==> config.mk <==
export PLATFORM = sky130hd
export DESIGN_NAME = bicubic_line_reader
export DESIGN_NICKNAME = d
export VERILOG_FILES = /design/src/rtl/bicubic_line_reader.sv
export SDC_FILE = /design/constraint.sdc
export NUM_CORES = 1
export LEC_CHECK = 0
export ABC_AREA = 1
export CAP_MARGIN = 20
export CORE_AREA = 2 2 192 194
export DETAILED_ROUTE_END_ITERATION = 12
export DIE_AREA = 0 0 194 196
export MAX_ROUTING_LAYER = met4
export PLACE_DENSITY = 0.7
export SLEW_MARGIN = 20
export SYNTH_ARGS = -nofsm -noshare
export SYNTH_HDL_FRONTEND = slang
export SYNTH_SLANG_ARGS = --single-unit
==> constraint.sdc <==
create_clock -name clk -period 4.55 [get_ports clk]
set_input_delay 0.455 -clock clk [delete_from_list [all_inputs] [get_ports clk]]
set_output_delay 0.455 -clock clk [all_outputs]
set_load 0.02 [all_outputs]
==> src/rtl/bicubic_line_reader.sv <==
// bicubic_line_reader
//   Read-side controller for the 5-line bicubic line buffer. For every
//   destination pixel it steps an unsigned fixed-point source coordinate,
//   issues a buffer read at the integer source column, retires source lines
//   with rd_finish as the destination row advances, and forwards the phases
//   and destination coordinates aligned to the buffer's read latency.
//
// Ports
//   clk, reset_n            clock, synchronous active-low reset
//   start                   one-cycle frame start (accepted only when idle)
//   src_width, dst_width,   frame geometry, captured on start
//   dst_height
//   scale_x, scale_y        src/dst ratios, unsigned Q11.16, captured on start
//   rd_ready                line buffer holds enough lines for a row
//   out_ready               interpolator can accept new reads
//   rd_en, rd_addr          read strobe and source column
//   rd_finish               retire the oldest buffered line
//   coord_valid             aligned with the buffer's valid_o
//   frac_x, frac_y          interpolation phases
//   dst_x, dst_y            destination coordinate of the read
//   busy, frame_done        frame status
//
// Build option
//   HALF_PIXEL_CENTER_EN    when defined, src = (dst+0.5)*scale-0.5 with
//                           negative coordinates clamped to 0 (phase 0);
//                           otherwise src = dst*scale (corner aligned).

module bicubic_line_reader #(
    parameter int ADDR_W  = 11,
    parameter int FRAC_W  = 16,
    parameter int PHASE_W = 8,
    parameter int RD_LAT  = 2
) (
    input  logic                     clk,
    input  logic                     reset_n,
    input  logic                     start,
    input  logic [ADDR_W-1:0]        src_width,
    input  logic [ADDR_W-1:0]        dst_width,
    input  logic [ADDR_W-1:0]        dst_height,
    input  logic [ADDR_W+FRAC_W-1:0] scale_x,
    input  logic [ADDR_W+FRAC_W-1:0] scale_y,
    input  logic                     rd_ready,
    input  logic                     out_ready,
    output logic                     rd_en,
    output logic [ADDR_W-1:0]        rd_addr,
    output logic                     rd_finish,
    output logic                     coord_valid,
    output logic [PHASE_W-1:0]       frac_x,
    output logic [PHASE_W-1:0]       frac_y,
    output logic [ADDR_W-1:0]        dst_x,
    output logic [ADDR_W-1:0]        dst_y,
    output logic                     busy,
    output logic                     frame_done
);

`ifdef HALF_PIXEL_CENTER_EN
    localparam bit HALF_PIXEL = 1'b1;
`else
    localparam bit HALF_PIXEL = 1'b0;
`endif

    // One extra sign bit so the half-pixel start offset can go negative.
    localparam int ACC_W = ADDR_W + FRAC_W + 1;
    localparam logic signed [ACC_W-1:0] ONE =
        {{(ACC_W-FRAC_W-1){1'b0}}, 1'b1, {FRAC_W{1'b0}}};

    typedef enum logic [2:0] {IDLE, WAIT_RDY, READ_ROW, ADVANCE, DONE} state_t;

    function automatic logic signed [ACC_W-1:0] init_acc(input logic [ACC_W-2:0] scale);
        logic signed [ACC_W-1:0] s;
        s = $signed({1'b0, scale});
        return HALF_PIXEL ? ((s - ONE) >>> 1) : '0;
    endfunction

    function automatic logic [ADDR_W-1:0] sat_col(input logic neg,
                                                  input logic [ADDR_W-1:0] ipart,
                                                  input logic [ADDR_W-1:0] width);
        logic [ADDR_W-1:0] lim;
        lim = width - 1'b1;
        if (neg)              return '0;
        else if (ipart > lim) return lim;
        else                  return ipart;
    endfunction

    function automatic logic [ADDR_W-1:0] sat_row(input logic neg,
                                                  input logic [ADDR_W-1:0] ipart);
        return neg ? '0 : ipart;
    endfunction

    function automatic logic [PHASE_W-1:0] sat_phase(input logic neg,
                                                     input logic [PHASE_W-1:0] f);
        return neg ? '0 : f;
    endfunction

    state_t                  state;
    logic [ADDR_W-1:0]       src_w, dst_w, dst_h;
    logic [ADDR_W+FRAC_W-1:0] scl_x, scl_y;
    logic signed [ACC_W-1:0] sx_acc, sy_acc;
    logic [ADDR_W-1:0]       cur_x, cur_y, drop_cnt;
    logic                    gap;

    // Alignment pipe: index 0 is coincident with rd_en, index RD_LAT with valid_o.
    logic                    vld_p [0:RD_LAT];
    logic [PHASE_W-1:0]      fx_p  [0:RD_LAT];
    logic [PHASE_W-1:0]      fy_p  [0:RD_LAT];
    logic [ADDR_W-1:0]       dx_p  [0:RD_LAT];
    logic [ADDR_W-1:0]       dy_p  [0:RD_LAT];

    logic signed [ACC_W-1:0] sx_step, sy_next;
    logic [ADDR_W-1:0]       x0, y0_cur, y0_next;
    logic [PHASE_W-1:0]      ph_x, ph_y;
    logic                    pipe_busy;
    logic                    last_col, last_row;

    assign sx_step  = sx_acc + $signed({1'b0, scl_x});
    assign sy_next  = sy_acc + $signed({1'b0, scl_y});
    assign x0       = sat_col(sx_acc[ACC_W-1], sx_acc[ACC_W-2:FRAC_W], src_w);
    assign y0_cur   = sat_row(sy_acc[ACC_W-1], sy_acc[ACC_W-2:FRAC_W]);
    assign y0_next  = sat_row(sy_next[ACC_W-1], sy_next[ACC_W-2:FRAC_W]);
    assign ph_x     = sat_phase(sx_acc[ACC_W-1], sx_acc[FRAC_W-1 -: PHASE_W]);
    assign ph_y     = sat_phase(sy_acc[ACC_W-1], sy_acc[FRAC_W-1 -: PHASE_W]);
    assign last_col = (cur_x == dst_w - 1'b1);
    assign last_row = (cur_y == dst_h - 1'b1);

    always_comb begin
        pipe_busy = 1'b0;
        for (int k = 0; k <= RD_LAT; k++) pipe_busy = pipe_busy | vld_p[k];
    end

    assign rd_en       = vld_p[0];
    assign coord_valid = vld_p[RD_LAT];
    assign frac_x      = fx_p[RD_LAT];
    assign frac_y      = fy_p[RD_LAT];
    assign dst_x       = dx_p[RD_LAT];
    assign dst_y       = dy_p[RD_LAT];

    always_ff @(posedge clk) begin
        if (!reset_n) begin
            state      <= IDLE;
            src_w      <= '0;
            dst_w      <= '0;
            dst_h      <= '0;
            scl_x      <= '0;
            scl_y      <= '0;
            sx_acc     <= '0;
            sy_acc     <= '0;
            cur_x      <= '0;
            cur_y      <= '0;
            drop_cnt   <= '0;
            gap        <= 1'b0;
            rd_addr    <= '0;
            rd_finish  <= 1'b0;
            busy       <= 1'b0;
            frame_done <= 1'b0;
            for (int k = 0; k <= RD_LAT; k++) begin
                vld_p[k] <= 1'b0;
                fx_p[k]  <= '0;
                fy_p[k]  <= '0;
                dx_p[k]  <= '0;
                dy_p[k]  <= '0;
            end
        end else begin
            rd_finish  <= 1'b0;
            frame_done <= 1'b0;

            // Stage boundary: reads in flight always advance toward valid_o.
            vld_p[0] <= 1'b0;
            for (int k = 1; k <= RD_LAT; k++) begin
                vld_p[k] <= vld_p[k-1];
                fx_p[k]  <= fx_p[k-1];
                fy_p[k]  <= fy_p[k-1];
                dx_p[k]  <= dx_p[k-1];
                dy_p[k]  <= dy_p[k-1];
            end

            case (state)
                IDLE: begin
                    if (start) begin
                        src_w  <= src_width;
                        dst_w  <= dst_width;
                        dst_h  <= dst_height;
                        scl_x  <= scale_x;
                        scl_y  <= scale_y;
                        sx_acc <= init_acc(scale_x);
                        sy_acc <= init_acc(scale_y);
                        cur_x  <= '0;
                        cur_y  <= '0;
                        busy   <= 1'b1;
                        state  <= WAIT_RDY;
                    end
                end
                WAIT_RDY: begin
                    if (rd_ready) state <= READ_ROW;
                end
                READ_ROW: begin
                    if (out_ready) begin
                        // Stage boundary: launch a read into the alignment pipe.
                        vld_p[0] <= 1'b1;
                        rd_addr  <= x0;
                        fx_p[0]  <= ph_x;
                        fy_p[0]  <= ph_y;
                        dx_p[0]  <= cur_x;
                        dy_p[0]  <= cur_y;
                        if (last_col) begin
                            // No lines are retired after the final row.
                            drop_cnt <= last_row ? '0 : (y0_next - y0_cur);
                            gap      <= 1'b0;
                            state    <= ADVANCE;
                        end else begin
                            cur_x  <= cur_x + 1'b1;
                            sx_acc <= sx_step;
                        end
                    end
                end
                ADVANCE: begin
                    if (drop_cnt == '0) begin
                        if (last_row) begin
                            state <= DONE;
                        end else begin
                            cur_y  <= cur_y + 1'b1;
                            cur_x  <= '0;
                            sx_acc <= init_acc(scl_x);
                            sy_acc <= sy_next;
                            state  <= WAIT_RDY;
                        end
                    end else if (gap) begin
                        // rd_ready is stale for one cycle after a retire.
                        gap <= 1'b0;
                    end else if (rd_ready) begin
                        rd_finish <= 1'b1;
                        drop_cnt  <= drop_cnt - 1'b1;
                        gap       <= 1'b1;
                    end
                end
                DONE: begin
                    if (!pipe_busy) begin
                        frame_done <= 1'b1;
                        busy       <= 1'b0;
                        state      <= IDLE;
                    end
                end
                default: state <= IDLE;
            endcase
        end
    end

endmodule
==> metrics, run 1 <==
Reg-to-Reg Start scl_y[0]; Post-Syn Area around 0.018 sq mm; Finished Core Util 0.573; clk slew on worst S/H paths ~60 ps; first-pass GRT wire length approximately 74000 microns; Buffers on Ports between 100 and 150; post-synthesis xor/xnor area fraction 0.0496; syn_area_per_cell 7.48 sq um; Clock Latency Late Sink 550 ps; Placement Rows 70; DR DRC count 0; Slew @ Worst Pin about 940 ps; sequential area share after synthesis 0.413; HPWL after DPL 32800 microns; # fillers 3434; Startpoint Class flop; RSZ-0062 raised after global routing no; status complete, no violations; Compound-Gate Fraction of Synth Area 0.113; Max Slew Vio Count 0; Comb pwr share 0.338; CTS H-tree lvls 2; GRT Overall Usage 0.245; most common cell after layout, fill and taps aside nand2_1; clock network power share 0.301; post-synth cell types 52; switching power approximately 3600 uW; worst vdd ir 0.000414 V; Starting Density 0.494; total routed wirelength 45600 microns; f_max 0.259 GHz; Crit Path Class reg2reg; most frequent cells in the layout 588 x nand2_1, 272 x inv_1, 244 x a21oi_1; clock sink total ~310; Int Pwr 6000 uW; DR vias/cell 5.18; die width 194 microns; Detailed Route Iter0 Violations 974; clock root buffer clkbuf_16; Primary FF master, synth dfxtp_1; Worst Setup End Kind flop; Synth Register Bits 311; postcts setup bufs 0; multi-input combinational cell area 0.00896 sq mm; P per Cell Area roughly 460 mW/mm^2; # diodes 0; Worst Path Arrival approximately 4300 ps; vias in the first global route 14753; Routability Congestion 0.973; hold path startpoint start; Final Cell Area 0.0207 sq mm; crit path launch scl_y[0]; core area 0.0361 sq mm; worst path required time 5030 ps; Area Overhead vs Synth 15.9%; Final Hold Fails 0; die area 0.0380 sq mm; max-cap viol count 0; HP Class in2reg; io pins roughly 150; Pre-antenna DRT Iters 6; Routed WL per cell 15.1 microns; Net Sw Frac 0.375; multiplexer area fraction after synthesis 0; Longest Clk Path Bufs 3; Setup TNS 0 ps; EDFF count, synth 114; ANT nets after route 0; Die Span Y a little under 200 microns; adder-cell share of the synthesized area 0.0602; Crit Path Max Fanout 3; Tmin final approximately 3900 ps; fraction of layout cells with a size suffix above 1 0.0483; clk_skew 15.6 ps; fin crit share 0.848; CTS tree built; GR Overflow Total 0; Gates resized, CTS repair 0; Post-Synth Simple-Gate Area 0.263; largest family of logic cells by synthesized area simple AND/OR/NAND/NOR gates; WHS Path Cells 3; Flop pwr share 0.361; Nets roughly 2700; Synth Instances about 2400; Syn. warnings 0; largest net degree at the start of global routing 69; Pleak 0.00910 uW; CTS Hold Buffers Added 0; Cell Area, Placed ~0.02 sq mm; Setup violations, final 0; r2r worst-path depth 24; asr flop ratio synth 0; Register Area ~0.0074 sq mm; worst relative slew slack 0.368; initial antenna violation count 0; routed via count 15597; Num CTS Buffers 35
-- per-layer routing --
| layer | share of wire | routed length (microns) | vias up | GRT usage |
|---|---|---|---|---|
| met3 | 0.056 | 2560 | 61 | 0.0425 |
| met2 | 0.44 | 20100 | 405 | 0.380 |
| met1 | 0.48 | 22000 | 7229 | 0.332 |
| met5 | 0 | 0 | - | - |
| li1 | - | - | 7902 | - |
| met4 | 0.021 | 979 | 0 | 0.0659 |
-- logic make-up after synthesis --
logic type | after synthesis
xor gates and xnor gates | 101
buffers and inverters | 415
other | 1
and+or+nand+nor | 1100
AOI/OAI and AO/OA | 372
adders and majority gates | 84
DFF | 311
-- stage by stage --
stage | hold slack (ps) | worst slack (ps) | instances | power, uW
5_1_grt | 354 | 318 | 3013 | 10200
6_report | 352 | 691 | 3013 | 9590
2_1_floorplan | 408 | 1230 | 2459 | 6030
4_1_cts | 334 | 692 | 3013 | 9640
3_5_place_dp | 420 | 715 | 2949 | 6720
3_3_place_gp | 415 | 847 | 2949 | 6650
-- worst paths after layout --
check / end / slack, ps
min: scl_x[26] / 350
max reg2reg: drop_cnt[10] / 690
min reg2reg: vld_p[2] / 430
max: drop_cnt[10] / 690
-- Yosys cell counts (all sizes together), types with 3 or more instances --
cell / instances / share of area
a21boi: 3 / 0.0013
a21o: 7 / 0.0029
a21oi: 253 / 0.073
a31oi: 4 / 0.0014
buf: 65 / 0.027
clkbuf: 72 / 0.015
dfxtp: 197 / 0.22
edfxtp: 114 / 0.19
fa: 3 / 0.0034
ha: 81 / 0.057
inv: 277 / 0.058
nand2: 604 / 0.13
nand3: 200 / 0.059
nand3b: 6 / 0.0025
nand4: 26 / 0.0091
nor2: 225 / 0.049
nor3: 20 / 0.0072
nor3b: 4 / 0.0017
nor4: 7 / 0.0025
o211ai: 10 / 0.0042
o21a: 3 / 0.0013
o21ai: 73 / 0.020
o21bai: 13 / 0.0057
o22ai: 3 / 0.0011
or2: 3 / 0.0011
xnor2: 37 / 0.018
xor2: 64 / 0.031
-- layout make-up --
type                       instances  area share
tap                              468      0.0283
inverter                         278      0.0506
sequential                       311       0.356
multi-input combinational       1733       0.433
clock inverter                    16     0.00793
timing repair buffer             159      0.0749
clock buffer                      48      0.0487
-- state kept, by name, summed over array words and instances, names as in the netlist, 3 cells and up --
signal	cells
drop_cnt	11
cur_y	11
sy_acc	28
rd_addr	11
src_w	11
scl_y	27
dy_p	33
fy_p	24
state	3
vld_p	3
fx_p	24
cur_x	11
dst_w	11
scl_x	27
dst_h	11
sx_acc	28
dx_p	33
-- critical path, stage by stage (launching register included) --
cell and delay [ps]:
dfxtp_1 310, ha_1 230, fa_1 430, nand3_1 90
nand3_1 120, nand2_1 80, nand2_1 110, nand3_1 110
nand2_1 110, nand2_1 80, nand2_1 100, xnor2_1 210
or2_2 140, ha_1 130, inv_1 50, fa_1 400
nand3_1 100, nand3_1 130, nand4_1 110, nand2_1 80
a21o_1 160, a21oi_1 170, nand3b_1 140, nand3_1 70
a21oi_1 110
-- power by group through the flow --
stage	logic [uW]	clock network, uW	registers (uW)
after CTS	3230	2960	3460
after global routing	3630	3070	3500
after global placement	3150	0	3500
after detailed placement	3210	0	3510
final	3240	2890	3460
after floorplan	2580	0	3450
No activity file was read; power rests on OpenSTA's default activity.
==> run 2: changes to the inputs <==
==> constraint.sdc (replaced) <==
create_clock -name clk -period 3.7 [get_ports clk]
set_input_delay 0.37 -clock clk [delete_from_list [all_inputs] [get_ports clk]]
set_output_delay 0.37 -clock clk [all_outputs]
set_load 0.02 [all_outputs]
==> run 2 against run 1 <==
Effect of this change:
- count of clock-buffer cells in the layout rose by 3
- via count barely moved
- critical path depth did not move
- largest cell class unchanged
==> metrics, run 2 (synthesized netlist as in run 1, its figures left out) <==
status complete, no violations; most used cell, CP nand3_1; vias in the first global route 15089 (+2.3%); total routed wirelength 46900 microns (+2.8%); Routability Congestion 0.947 (-2.7%); Starting Density 0.494 (unchanged); worst vdd ir 0.000416 V (+0.51%); most common cell after layout, fill and taps aside nand2_1; io pins 146 (unchanged); Routed WL per cell 15.5 microns (+2.3%); die width 194 microns (unchanged); clock network power share 0.297 (-0.004); CTS tree built; Nets 2709 (+0.56%); worst path required time 4200 ps (-830 ps); critical path cell sequence ha_2, fa_2, nand3_1, nand3_1, nand2_1, nand2_1, nand3_1, nand2_2, nand2_1, nand2_2, xnor2_2, or2_2, ha_1, inv_1, fa_2, nand3_1, nand3_2, nand4_1, nand2_1, a21o_1, a21oi_2, nand3b_1, nand3_1, a21oi_1; max-cap viol count 0 (unchanged); largest registers dx_p (33), dy_p (33); CTS Hold Buffers Added 0 (unchanged); DR vias/cell 5.14 (-0.62%); Flop pwr share 0.360 (about the same); RSZ-0062 raised after global routing yes; die area 0.0380 sq mm (unchanged); clk_skew 23.4 ps (+7.75 ps); HP Class in2reg; Int Pwr 7380 uW (+23%); Num CTS Buffers 36 (+2.9%); crit path launch scl_y[0]; DR DRC count 0 (unchanged); Crit Path Class reg2reg; switching power 4440 uW (+24%); ANT nets after route 0 (unchanged); largest net degree at the start of global routing 132 (+91%); clock root buffer clkbuf_16; Finished Core Util 0.579 (+0.00607); Pleak 0.00919 uW (+0.92%); Clock Latency Late Sink 560 ps (about the same); Setup violations, final 0 (unchanged); Max Slew Vio Count 0 (unchanged); core area 0.0361 sq mm (unchanged); Pre-antenna DRT Iters 5 (-1); fraction of layout cells with a size suffix above 1 0.0633 (+0.0150); first-pass GRT wire length 76500 microns (+3.4%); fin crit share 0.941 (+0.0933); f_max 0.287 GHz (+11%); Final Hold Fails 0 (unchanged); Detailed Route Iter0 Violations 885 (-9.1%); Slowest-stage cell, CP fa_2; Die Span Y 196 microns (unchanged); Net Sw Frac 0.376 (+0.00137); clk slew on worst S/H paths 60 ps (about the same); HPWL after DPL 33900 microns (+3.1%); clock sink total 311 (unchanged); Reg-to-Reg Start scl_y[0]; routed via count 15582 (-0.096%); Placement Rows 70 (unchanged); CTS H-tree lvls 2 (unchanged); Longest Clk Path Bufs 3 (unchanged); Worst Setup End Kind flop; Tmin final 3480 ps (-376 ps); P per Cell Area 566 mW/mm^2 (+22%); initial antenna violation count 1 (+1); Startpoint Class flop; GRT Overall Usage 0.256 (+0.0104); Buffers on Ports 145 (unchanged); worst relative slew slack 0.410 (+0.0419); DP Worst Slack 29.8 ps (-685 ps); Area Overhead vs Synth 17.1%; crit-path max cell delay 400 ps (-30 ps); final worst slack 217 ps (-474 ps); most frequent cells in the layout 582 x nand2_1, 272 x inv_1, 238 x a21oi_1; post-route total power 11800 uW (+23%); Comb pwr share 0.342 (+0.004); Slew @ Worst Pin 885 ps (-59.5 ps); Setup TNS 0 ps (unchanged); hold path startpoint reset_n; Worst Path Arrival 3980 ps (-360 ps); GR Overflow Total 0 (unchanged); hold_ws 204 ps (-149 ps); Crit Path Max Fanout 3 (unchanged)
==> run 2: changes by cell type in the layout (fill, tap and decap cells not counted), sizes merged <==
cell,delta
buf,+14
bufinv,-2
clkbuf,+3
clkinv,-2
clkinvlp,+1
diode,+1
inv,+1
==> run 2: final cells by class <==
class | instances | area (sq um)
antenna | 1 | 2.50
tap | 468 | 586
sequential | 311 | 7370
inverter | 278 | 1050
clock inverter | 14 | 109
fill | 3430 | 15200
multi-input combinational | 1733 | 9040
timing repair buffer | 173 | 1690
clock buffer | 51 | 1060
==> run 2: final timing paths <==
path | endpoint | slack [ps] | depth (start not counted)
hold / removal | vld_p[2] | 200 | 3
setup / recovery | drop_cnt[10] | 220 | 24
setup reg to reg | drop_cnt[10] | 220 | 24
hold reg to reg | vld_p[2] | 420 | 2
==> run 2: power by group through the flow <==
stage	clock, uW	combinational [uW]	sequential, uW
after floorplan	0	3170	4250
after global placement	0	3920	4310
after detailed placement	0	4000	4330
after CTS	3590	4020	4260
after global routing	3720	4570	4310
final	3510	4050	4260
==> run 2: metrics by stage <==
step                std cells  cell area [sq um]
global placement         2961              19600
global route             3029              20900
finish                   3029              20900
floorplan                2459              18100
detailed placement       2961              19600
CTS                      3026              20800
==> run 2: per-layer routing <==
metal	track usage	wire length (microns)
met4	0.0626	898
met5	-	0
met2	0.398	20900
met3	0.0469	2760
met1	0.346	22400
==> run 2: repair_timing <==
action,4_1_cts,5_1_grt
buffers inserted,0,2
gates resized for setup,0,24
endpoints found under the setup margin,0,6
==> run 2: critical path: cells and delay by family (launching register included) <==
kind | cells | cell delay (ps)
AND/OR/NAND/NOR | 15 | 1390
XOR/XNOR | 1 | 170
AO/OA/AOI/OAI | 3 | 420
adder cells (fa/ha/maj) | 4 | 1080
buffers and inverters | 1 | 60
flip-flops | 1 | 320
==> run 3: changes to the inputs <==
--- a/config.mk
+++ b/config.mk
@@ -7,11 +7,12 @@
 export LEC_CHECK = 0
 export ABC_AREA = 1
 export CAP_MARGIN = 20
-export CORE_AREA = 2 2 192 194
+export CORE_AREA = 3 3 164 230
 export DETAILED_ROUTE_END_ITERATION = 12
-export DIE_AREA = 0 0 194 196
+export DIE_AREA = 0 0 167 233
 export MAX_ROUTING_LAYER = met4
 export PLACE_DENSITY = 0.7
+export SKIP_CTS_REPAIR_TIMING = 1
 export SLEW_MARGIN = 20
 export SYNTH_ARGS = -nofsm -noshare
 export SYNTH_HDL_FRONTEND = slang
==> run 3 against run 2 <==
Effect of this change:
- combinational power up 2%
- total power rose by 1.2%
- global-route usage fell by 1.1 points
- critical path depth stayed put
- worst setup slack better by 47 ps
- clock power grew 2%
- die area increased by 2.3%
- hold slack gained 53 ps
- sequential cell count unchanged
- design area rose by 0.17%
- highest routed layer unchanged
==> metrics, run 3 (synthesized netlist as in run 1, its figures left out) <==
Nets 2712 (+0.11%); status complete, no violations; CTS tree built; Register Area 0.00737 sq mm (unchanged); Cell Area, Placed 0.0197 sq mm (+0.12%); vias in the first global route 15343 (+1.7%); Worst Setup End Kind flop; core area 0.0358 sq mm (-0.77%); Die Span Y 233 microns (+19%); worst path required time 4160 ps (-40 ps); largest registers dx_p (33), dy_p (33); clock network power share 0.299 (+0.002); Placement Rows 82 (+17%); crit path launch scl_y[0]; Comb pwr share 0.346 (+0.004); HP Class in2reg; Flop pwr share 0.355 (-0.005); worst vdd ir 0.000449 V (+8.0%); total routed wirelength 47400 microns (+0.94%); clk_skew 15.7 ps (-7.66 ps); most frequent cells in the layout 586 x nand2_1, 271 x inv_1, 240 x a21oi_1; Final Hold Fails 0 (unchanged); GRT Overall Usage 0.244 (-0.0111); Net Sw Frac 0.372 (-0.00394); Max Slew Vio Count 0 (unchanged); Num CTS Buffers 34 (-5.6%); Slew @ Worst Pin 854 ps (-31.3 ps); Startpoint Class flop; GR Overflow Total 0 (unchanged); largest net degree at the start of global routing 96 (-27%); hold path startpoint reset_n; Routed WL per cell 15.7 microns (+1.1%); P per Cell Area 572 mW/mm^2 (+1.1%); # diodes 0 (-1); Pre-antenna DRT Iters 5 (unchanged); switching power 4450 uW (+0.17%); most common cell after layout, fill and taps aside nand2_1; io pins 146 (unchanged); Worst Path Arrival 3890 ps (-90 ps); die width 167 microns (-14%); hold_ws 257 ps (+53.3 ps); Routability Congestion 1.01 (+6.4%); Longest Clk Path Bufs 3 (unchanged); Reg-to-Reg Start scl_y[0]; Setup violations, final 0 (unchanged); Buffers on Ports 145 (unchanged); clock root buffer clkbuf_16; CTS H-tree lvls 2 (unchanged); Clock Latency Late Sink 530 ps (-30 ps); max-cap viol count 0 (unchanged); clock sink total 311 (unchanged); worst relative slew slack 0.431 (+0.0209); Crit Path Class reg2reg; # fillers 3397 (-0.96%); HPWL after DPL 34300 microns (+1.3%); multi-input combinational cell area 0.00903 sq mm (about the same); clk slew on worst S/H paths 60 ps (about the same); DR vias/cell 5.17 (+0.42%); Final Cell Area 0.0209 sq mm (+0.17%); fraction of layout cells with a size suffix above 1 0.0640 (+0.000756); fin crit share 0.929 (-0.0128); initial antenna violation count 0 (-1); die area 0.0389 sq mm (+2.3%); Tmin final 3440 ps (-47.5 ps); ANT nets after route 0 (unchanged); DR DRC count 0 (unchanged); Pleak 0.00922 uW (+0.31%); f_max 0.291 GHz (+1.4%); routed via count 15617 (+0.22%); Crit Path Max Fanout 3 (unchanged); Detailed Route Iter0 Violations 828 (-6.4%); Starting Density 0.498 (+0.00384); first-pass GRT wire length 75900 microns (-0.88%); Area Overhead vs Synth 17.3%; Int Pwr 7510 uW (+1.9%)
[run 3: cell count changes in the layout (fill, tap and decap cells not counted), sizes merged]
cell,previous run,this run
bufinv,1,4
clkinv,11,8
clkbuf,51,47
buf,30,35
diode,1,0
[run 3: area by class of cell]
class                      count  share of cell area
tap                          462              0.0276
inverter                     278              0.0500
clock buffer                  47              0.0479
sequential                   311               0.352
timing repair buffer         178              0.0826
clock inverter                14             0.00849
multi-input combinational   1733               0.432
[run 3: worst max-delay path, cell delays in order, from the launching register on]
cell and delay (ps):
dfxtp_1 320, ha_1 230, fa_2 380, nand3_1 100, nand3_2 100, nand2_1 70, nand2_1 60, nand3_1 70
nand2_1 80, nand2_1 80, nand2_2 80, xnor2_2 180, or2_2 130, ha_1 130, inv_1 60, fa_2 350
nand3_1 110, nand3_2 90, nand4_1 80, nand2_1 70, a21o_1 160, a21oi_2 130, nand3b_1 120, nand3_1 70
a21oi_1 130
[run 3: through the flow]
| step | instances | util | setup WS [ps] | power, uW | setup TNS, ps |
|---|---|---|---|---|---|
| floorplan | 2459 | - | 381 | 7420 | 0 |
| detailed placement | 2959 | 0.549 | 16.8 | 8400 | 0 |
| global route | 3023 | 0.585 | -4.53 | 12700 | -4.53 |
| finish | 3023 | 0.585 | 264 | 12000 | 0 |
| global placement | 2959 | 0.549 | 128 | 8300 | 0 |
| CTS | 3020 | 0.582 | 9.59 | 12000 | 0 |
[run 3: path summary, 6_finish.rpt]
kind / slack, ps / to / depth (start not counted)
worst max-delay path: 260 / drop_cnt[10] / 24
worst min-delay path: 260 / src_w[9] / 3
worst max register to register: 260 / drop_cnt[10] / 24
worst min register to register: 430 / vld_p[2] / 2
[run 3: metal layers]
layer | up-vias | GRT usage | share of wire
met1 | 7155 | 0.284 | 0.42
li1 | 7938 | - | -
met4 | 0 | 0.103 | 0.042
met2 | 410 | 0.432 | 0.50
met3 | 114 | 0.0260 | 0.043
met5 | - | - | 0
[run 3: power groups by stage]
| stage | registers [uW] | logic, uW | clock network, uW |
|---|---|---|---|
| 6_report | 4250 | 4140 | 3580 |
| 5_1_grt | 4300 | 4600 | 3770 |
| 4_1_cts | 4240 | 4110 | 3660 |
| 3_5_place_dp | 4310 | 4090 | 0 |
| 3_3_place_gp | 4290 | 4000 | 0 |
| 2_1_floorplan | 4250 | 3170 | 0 |
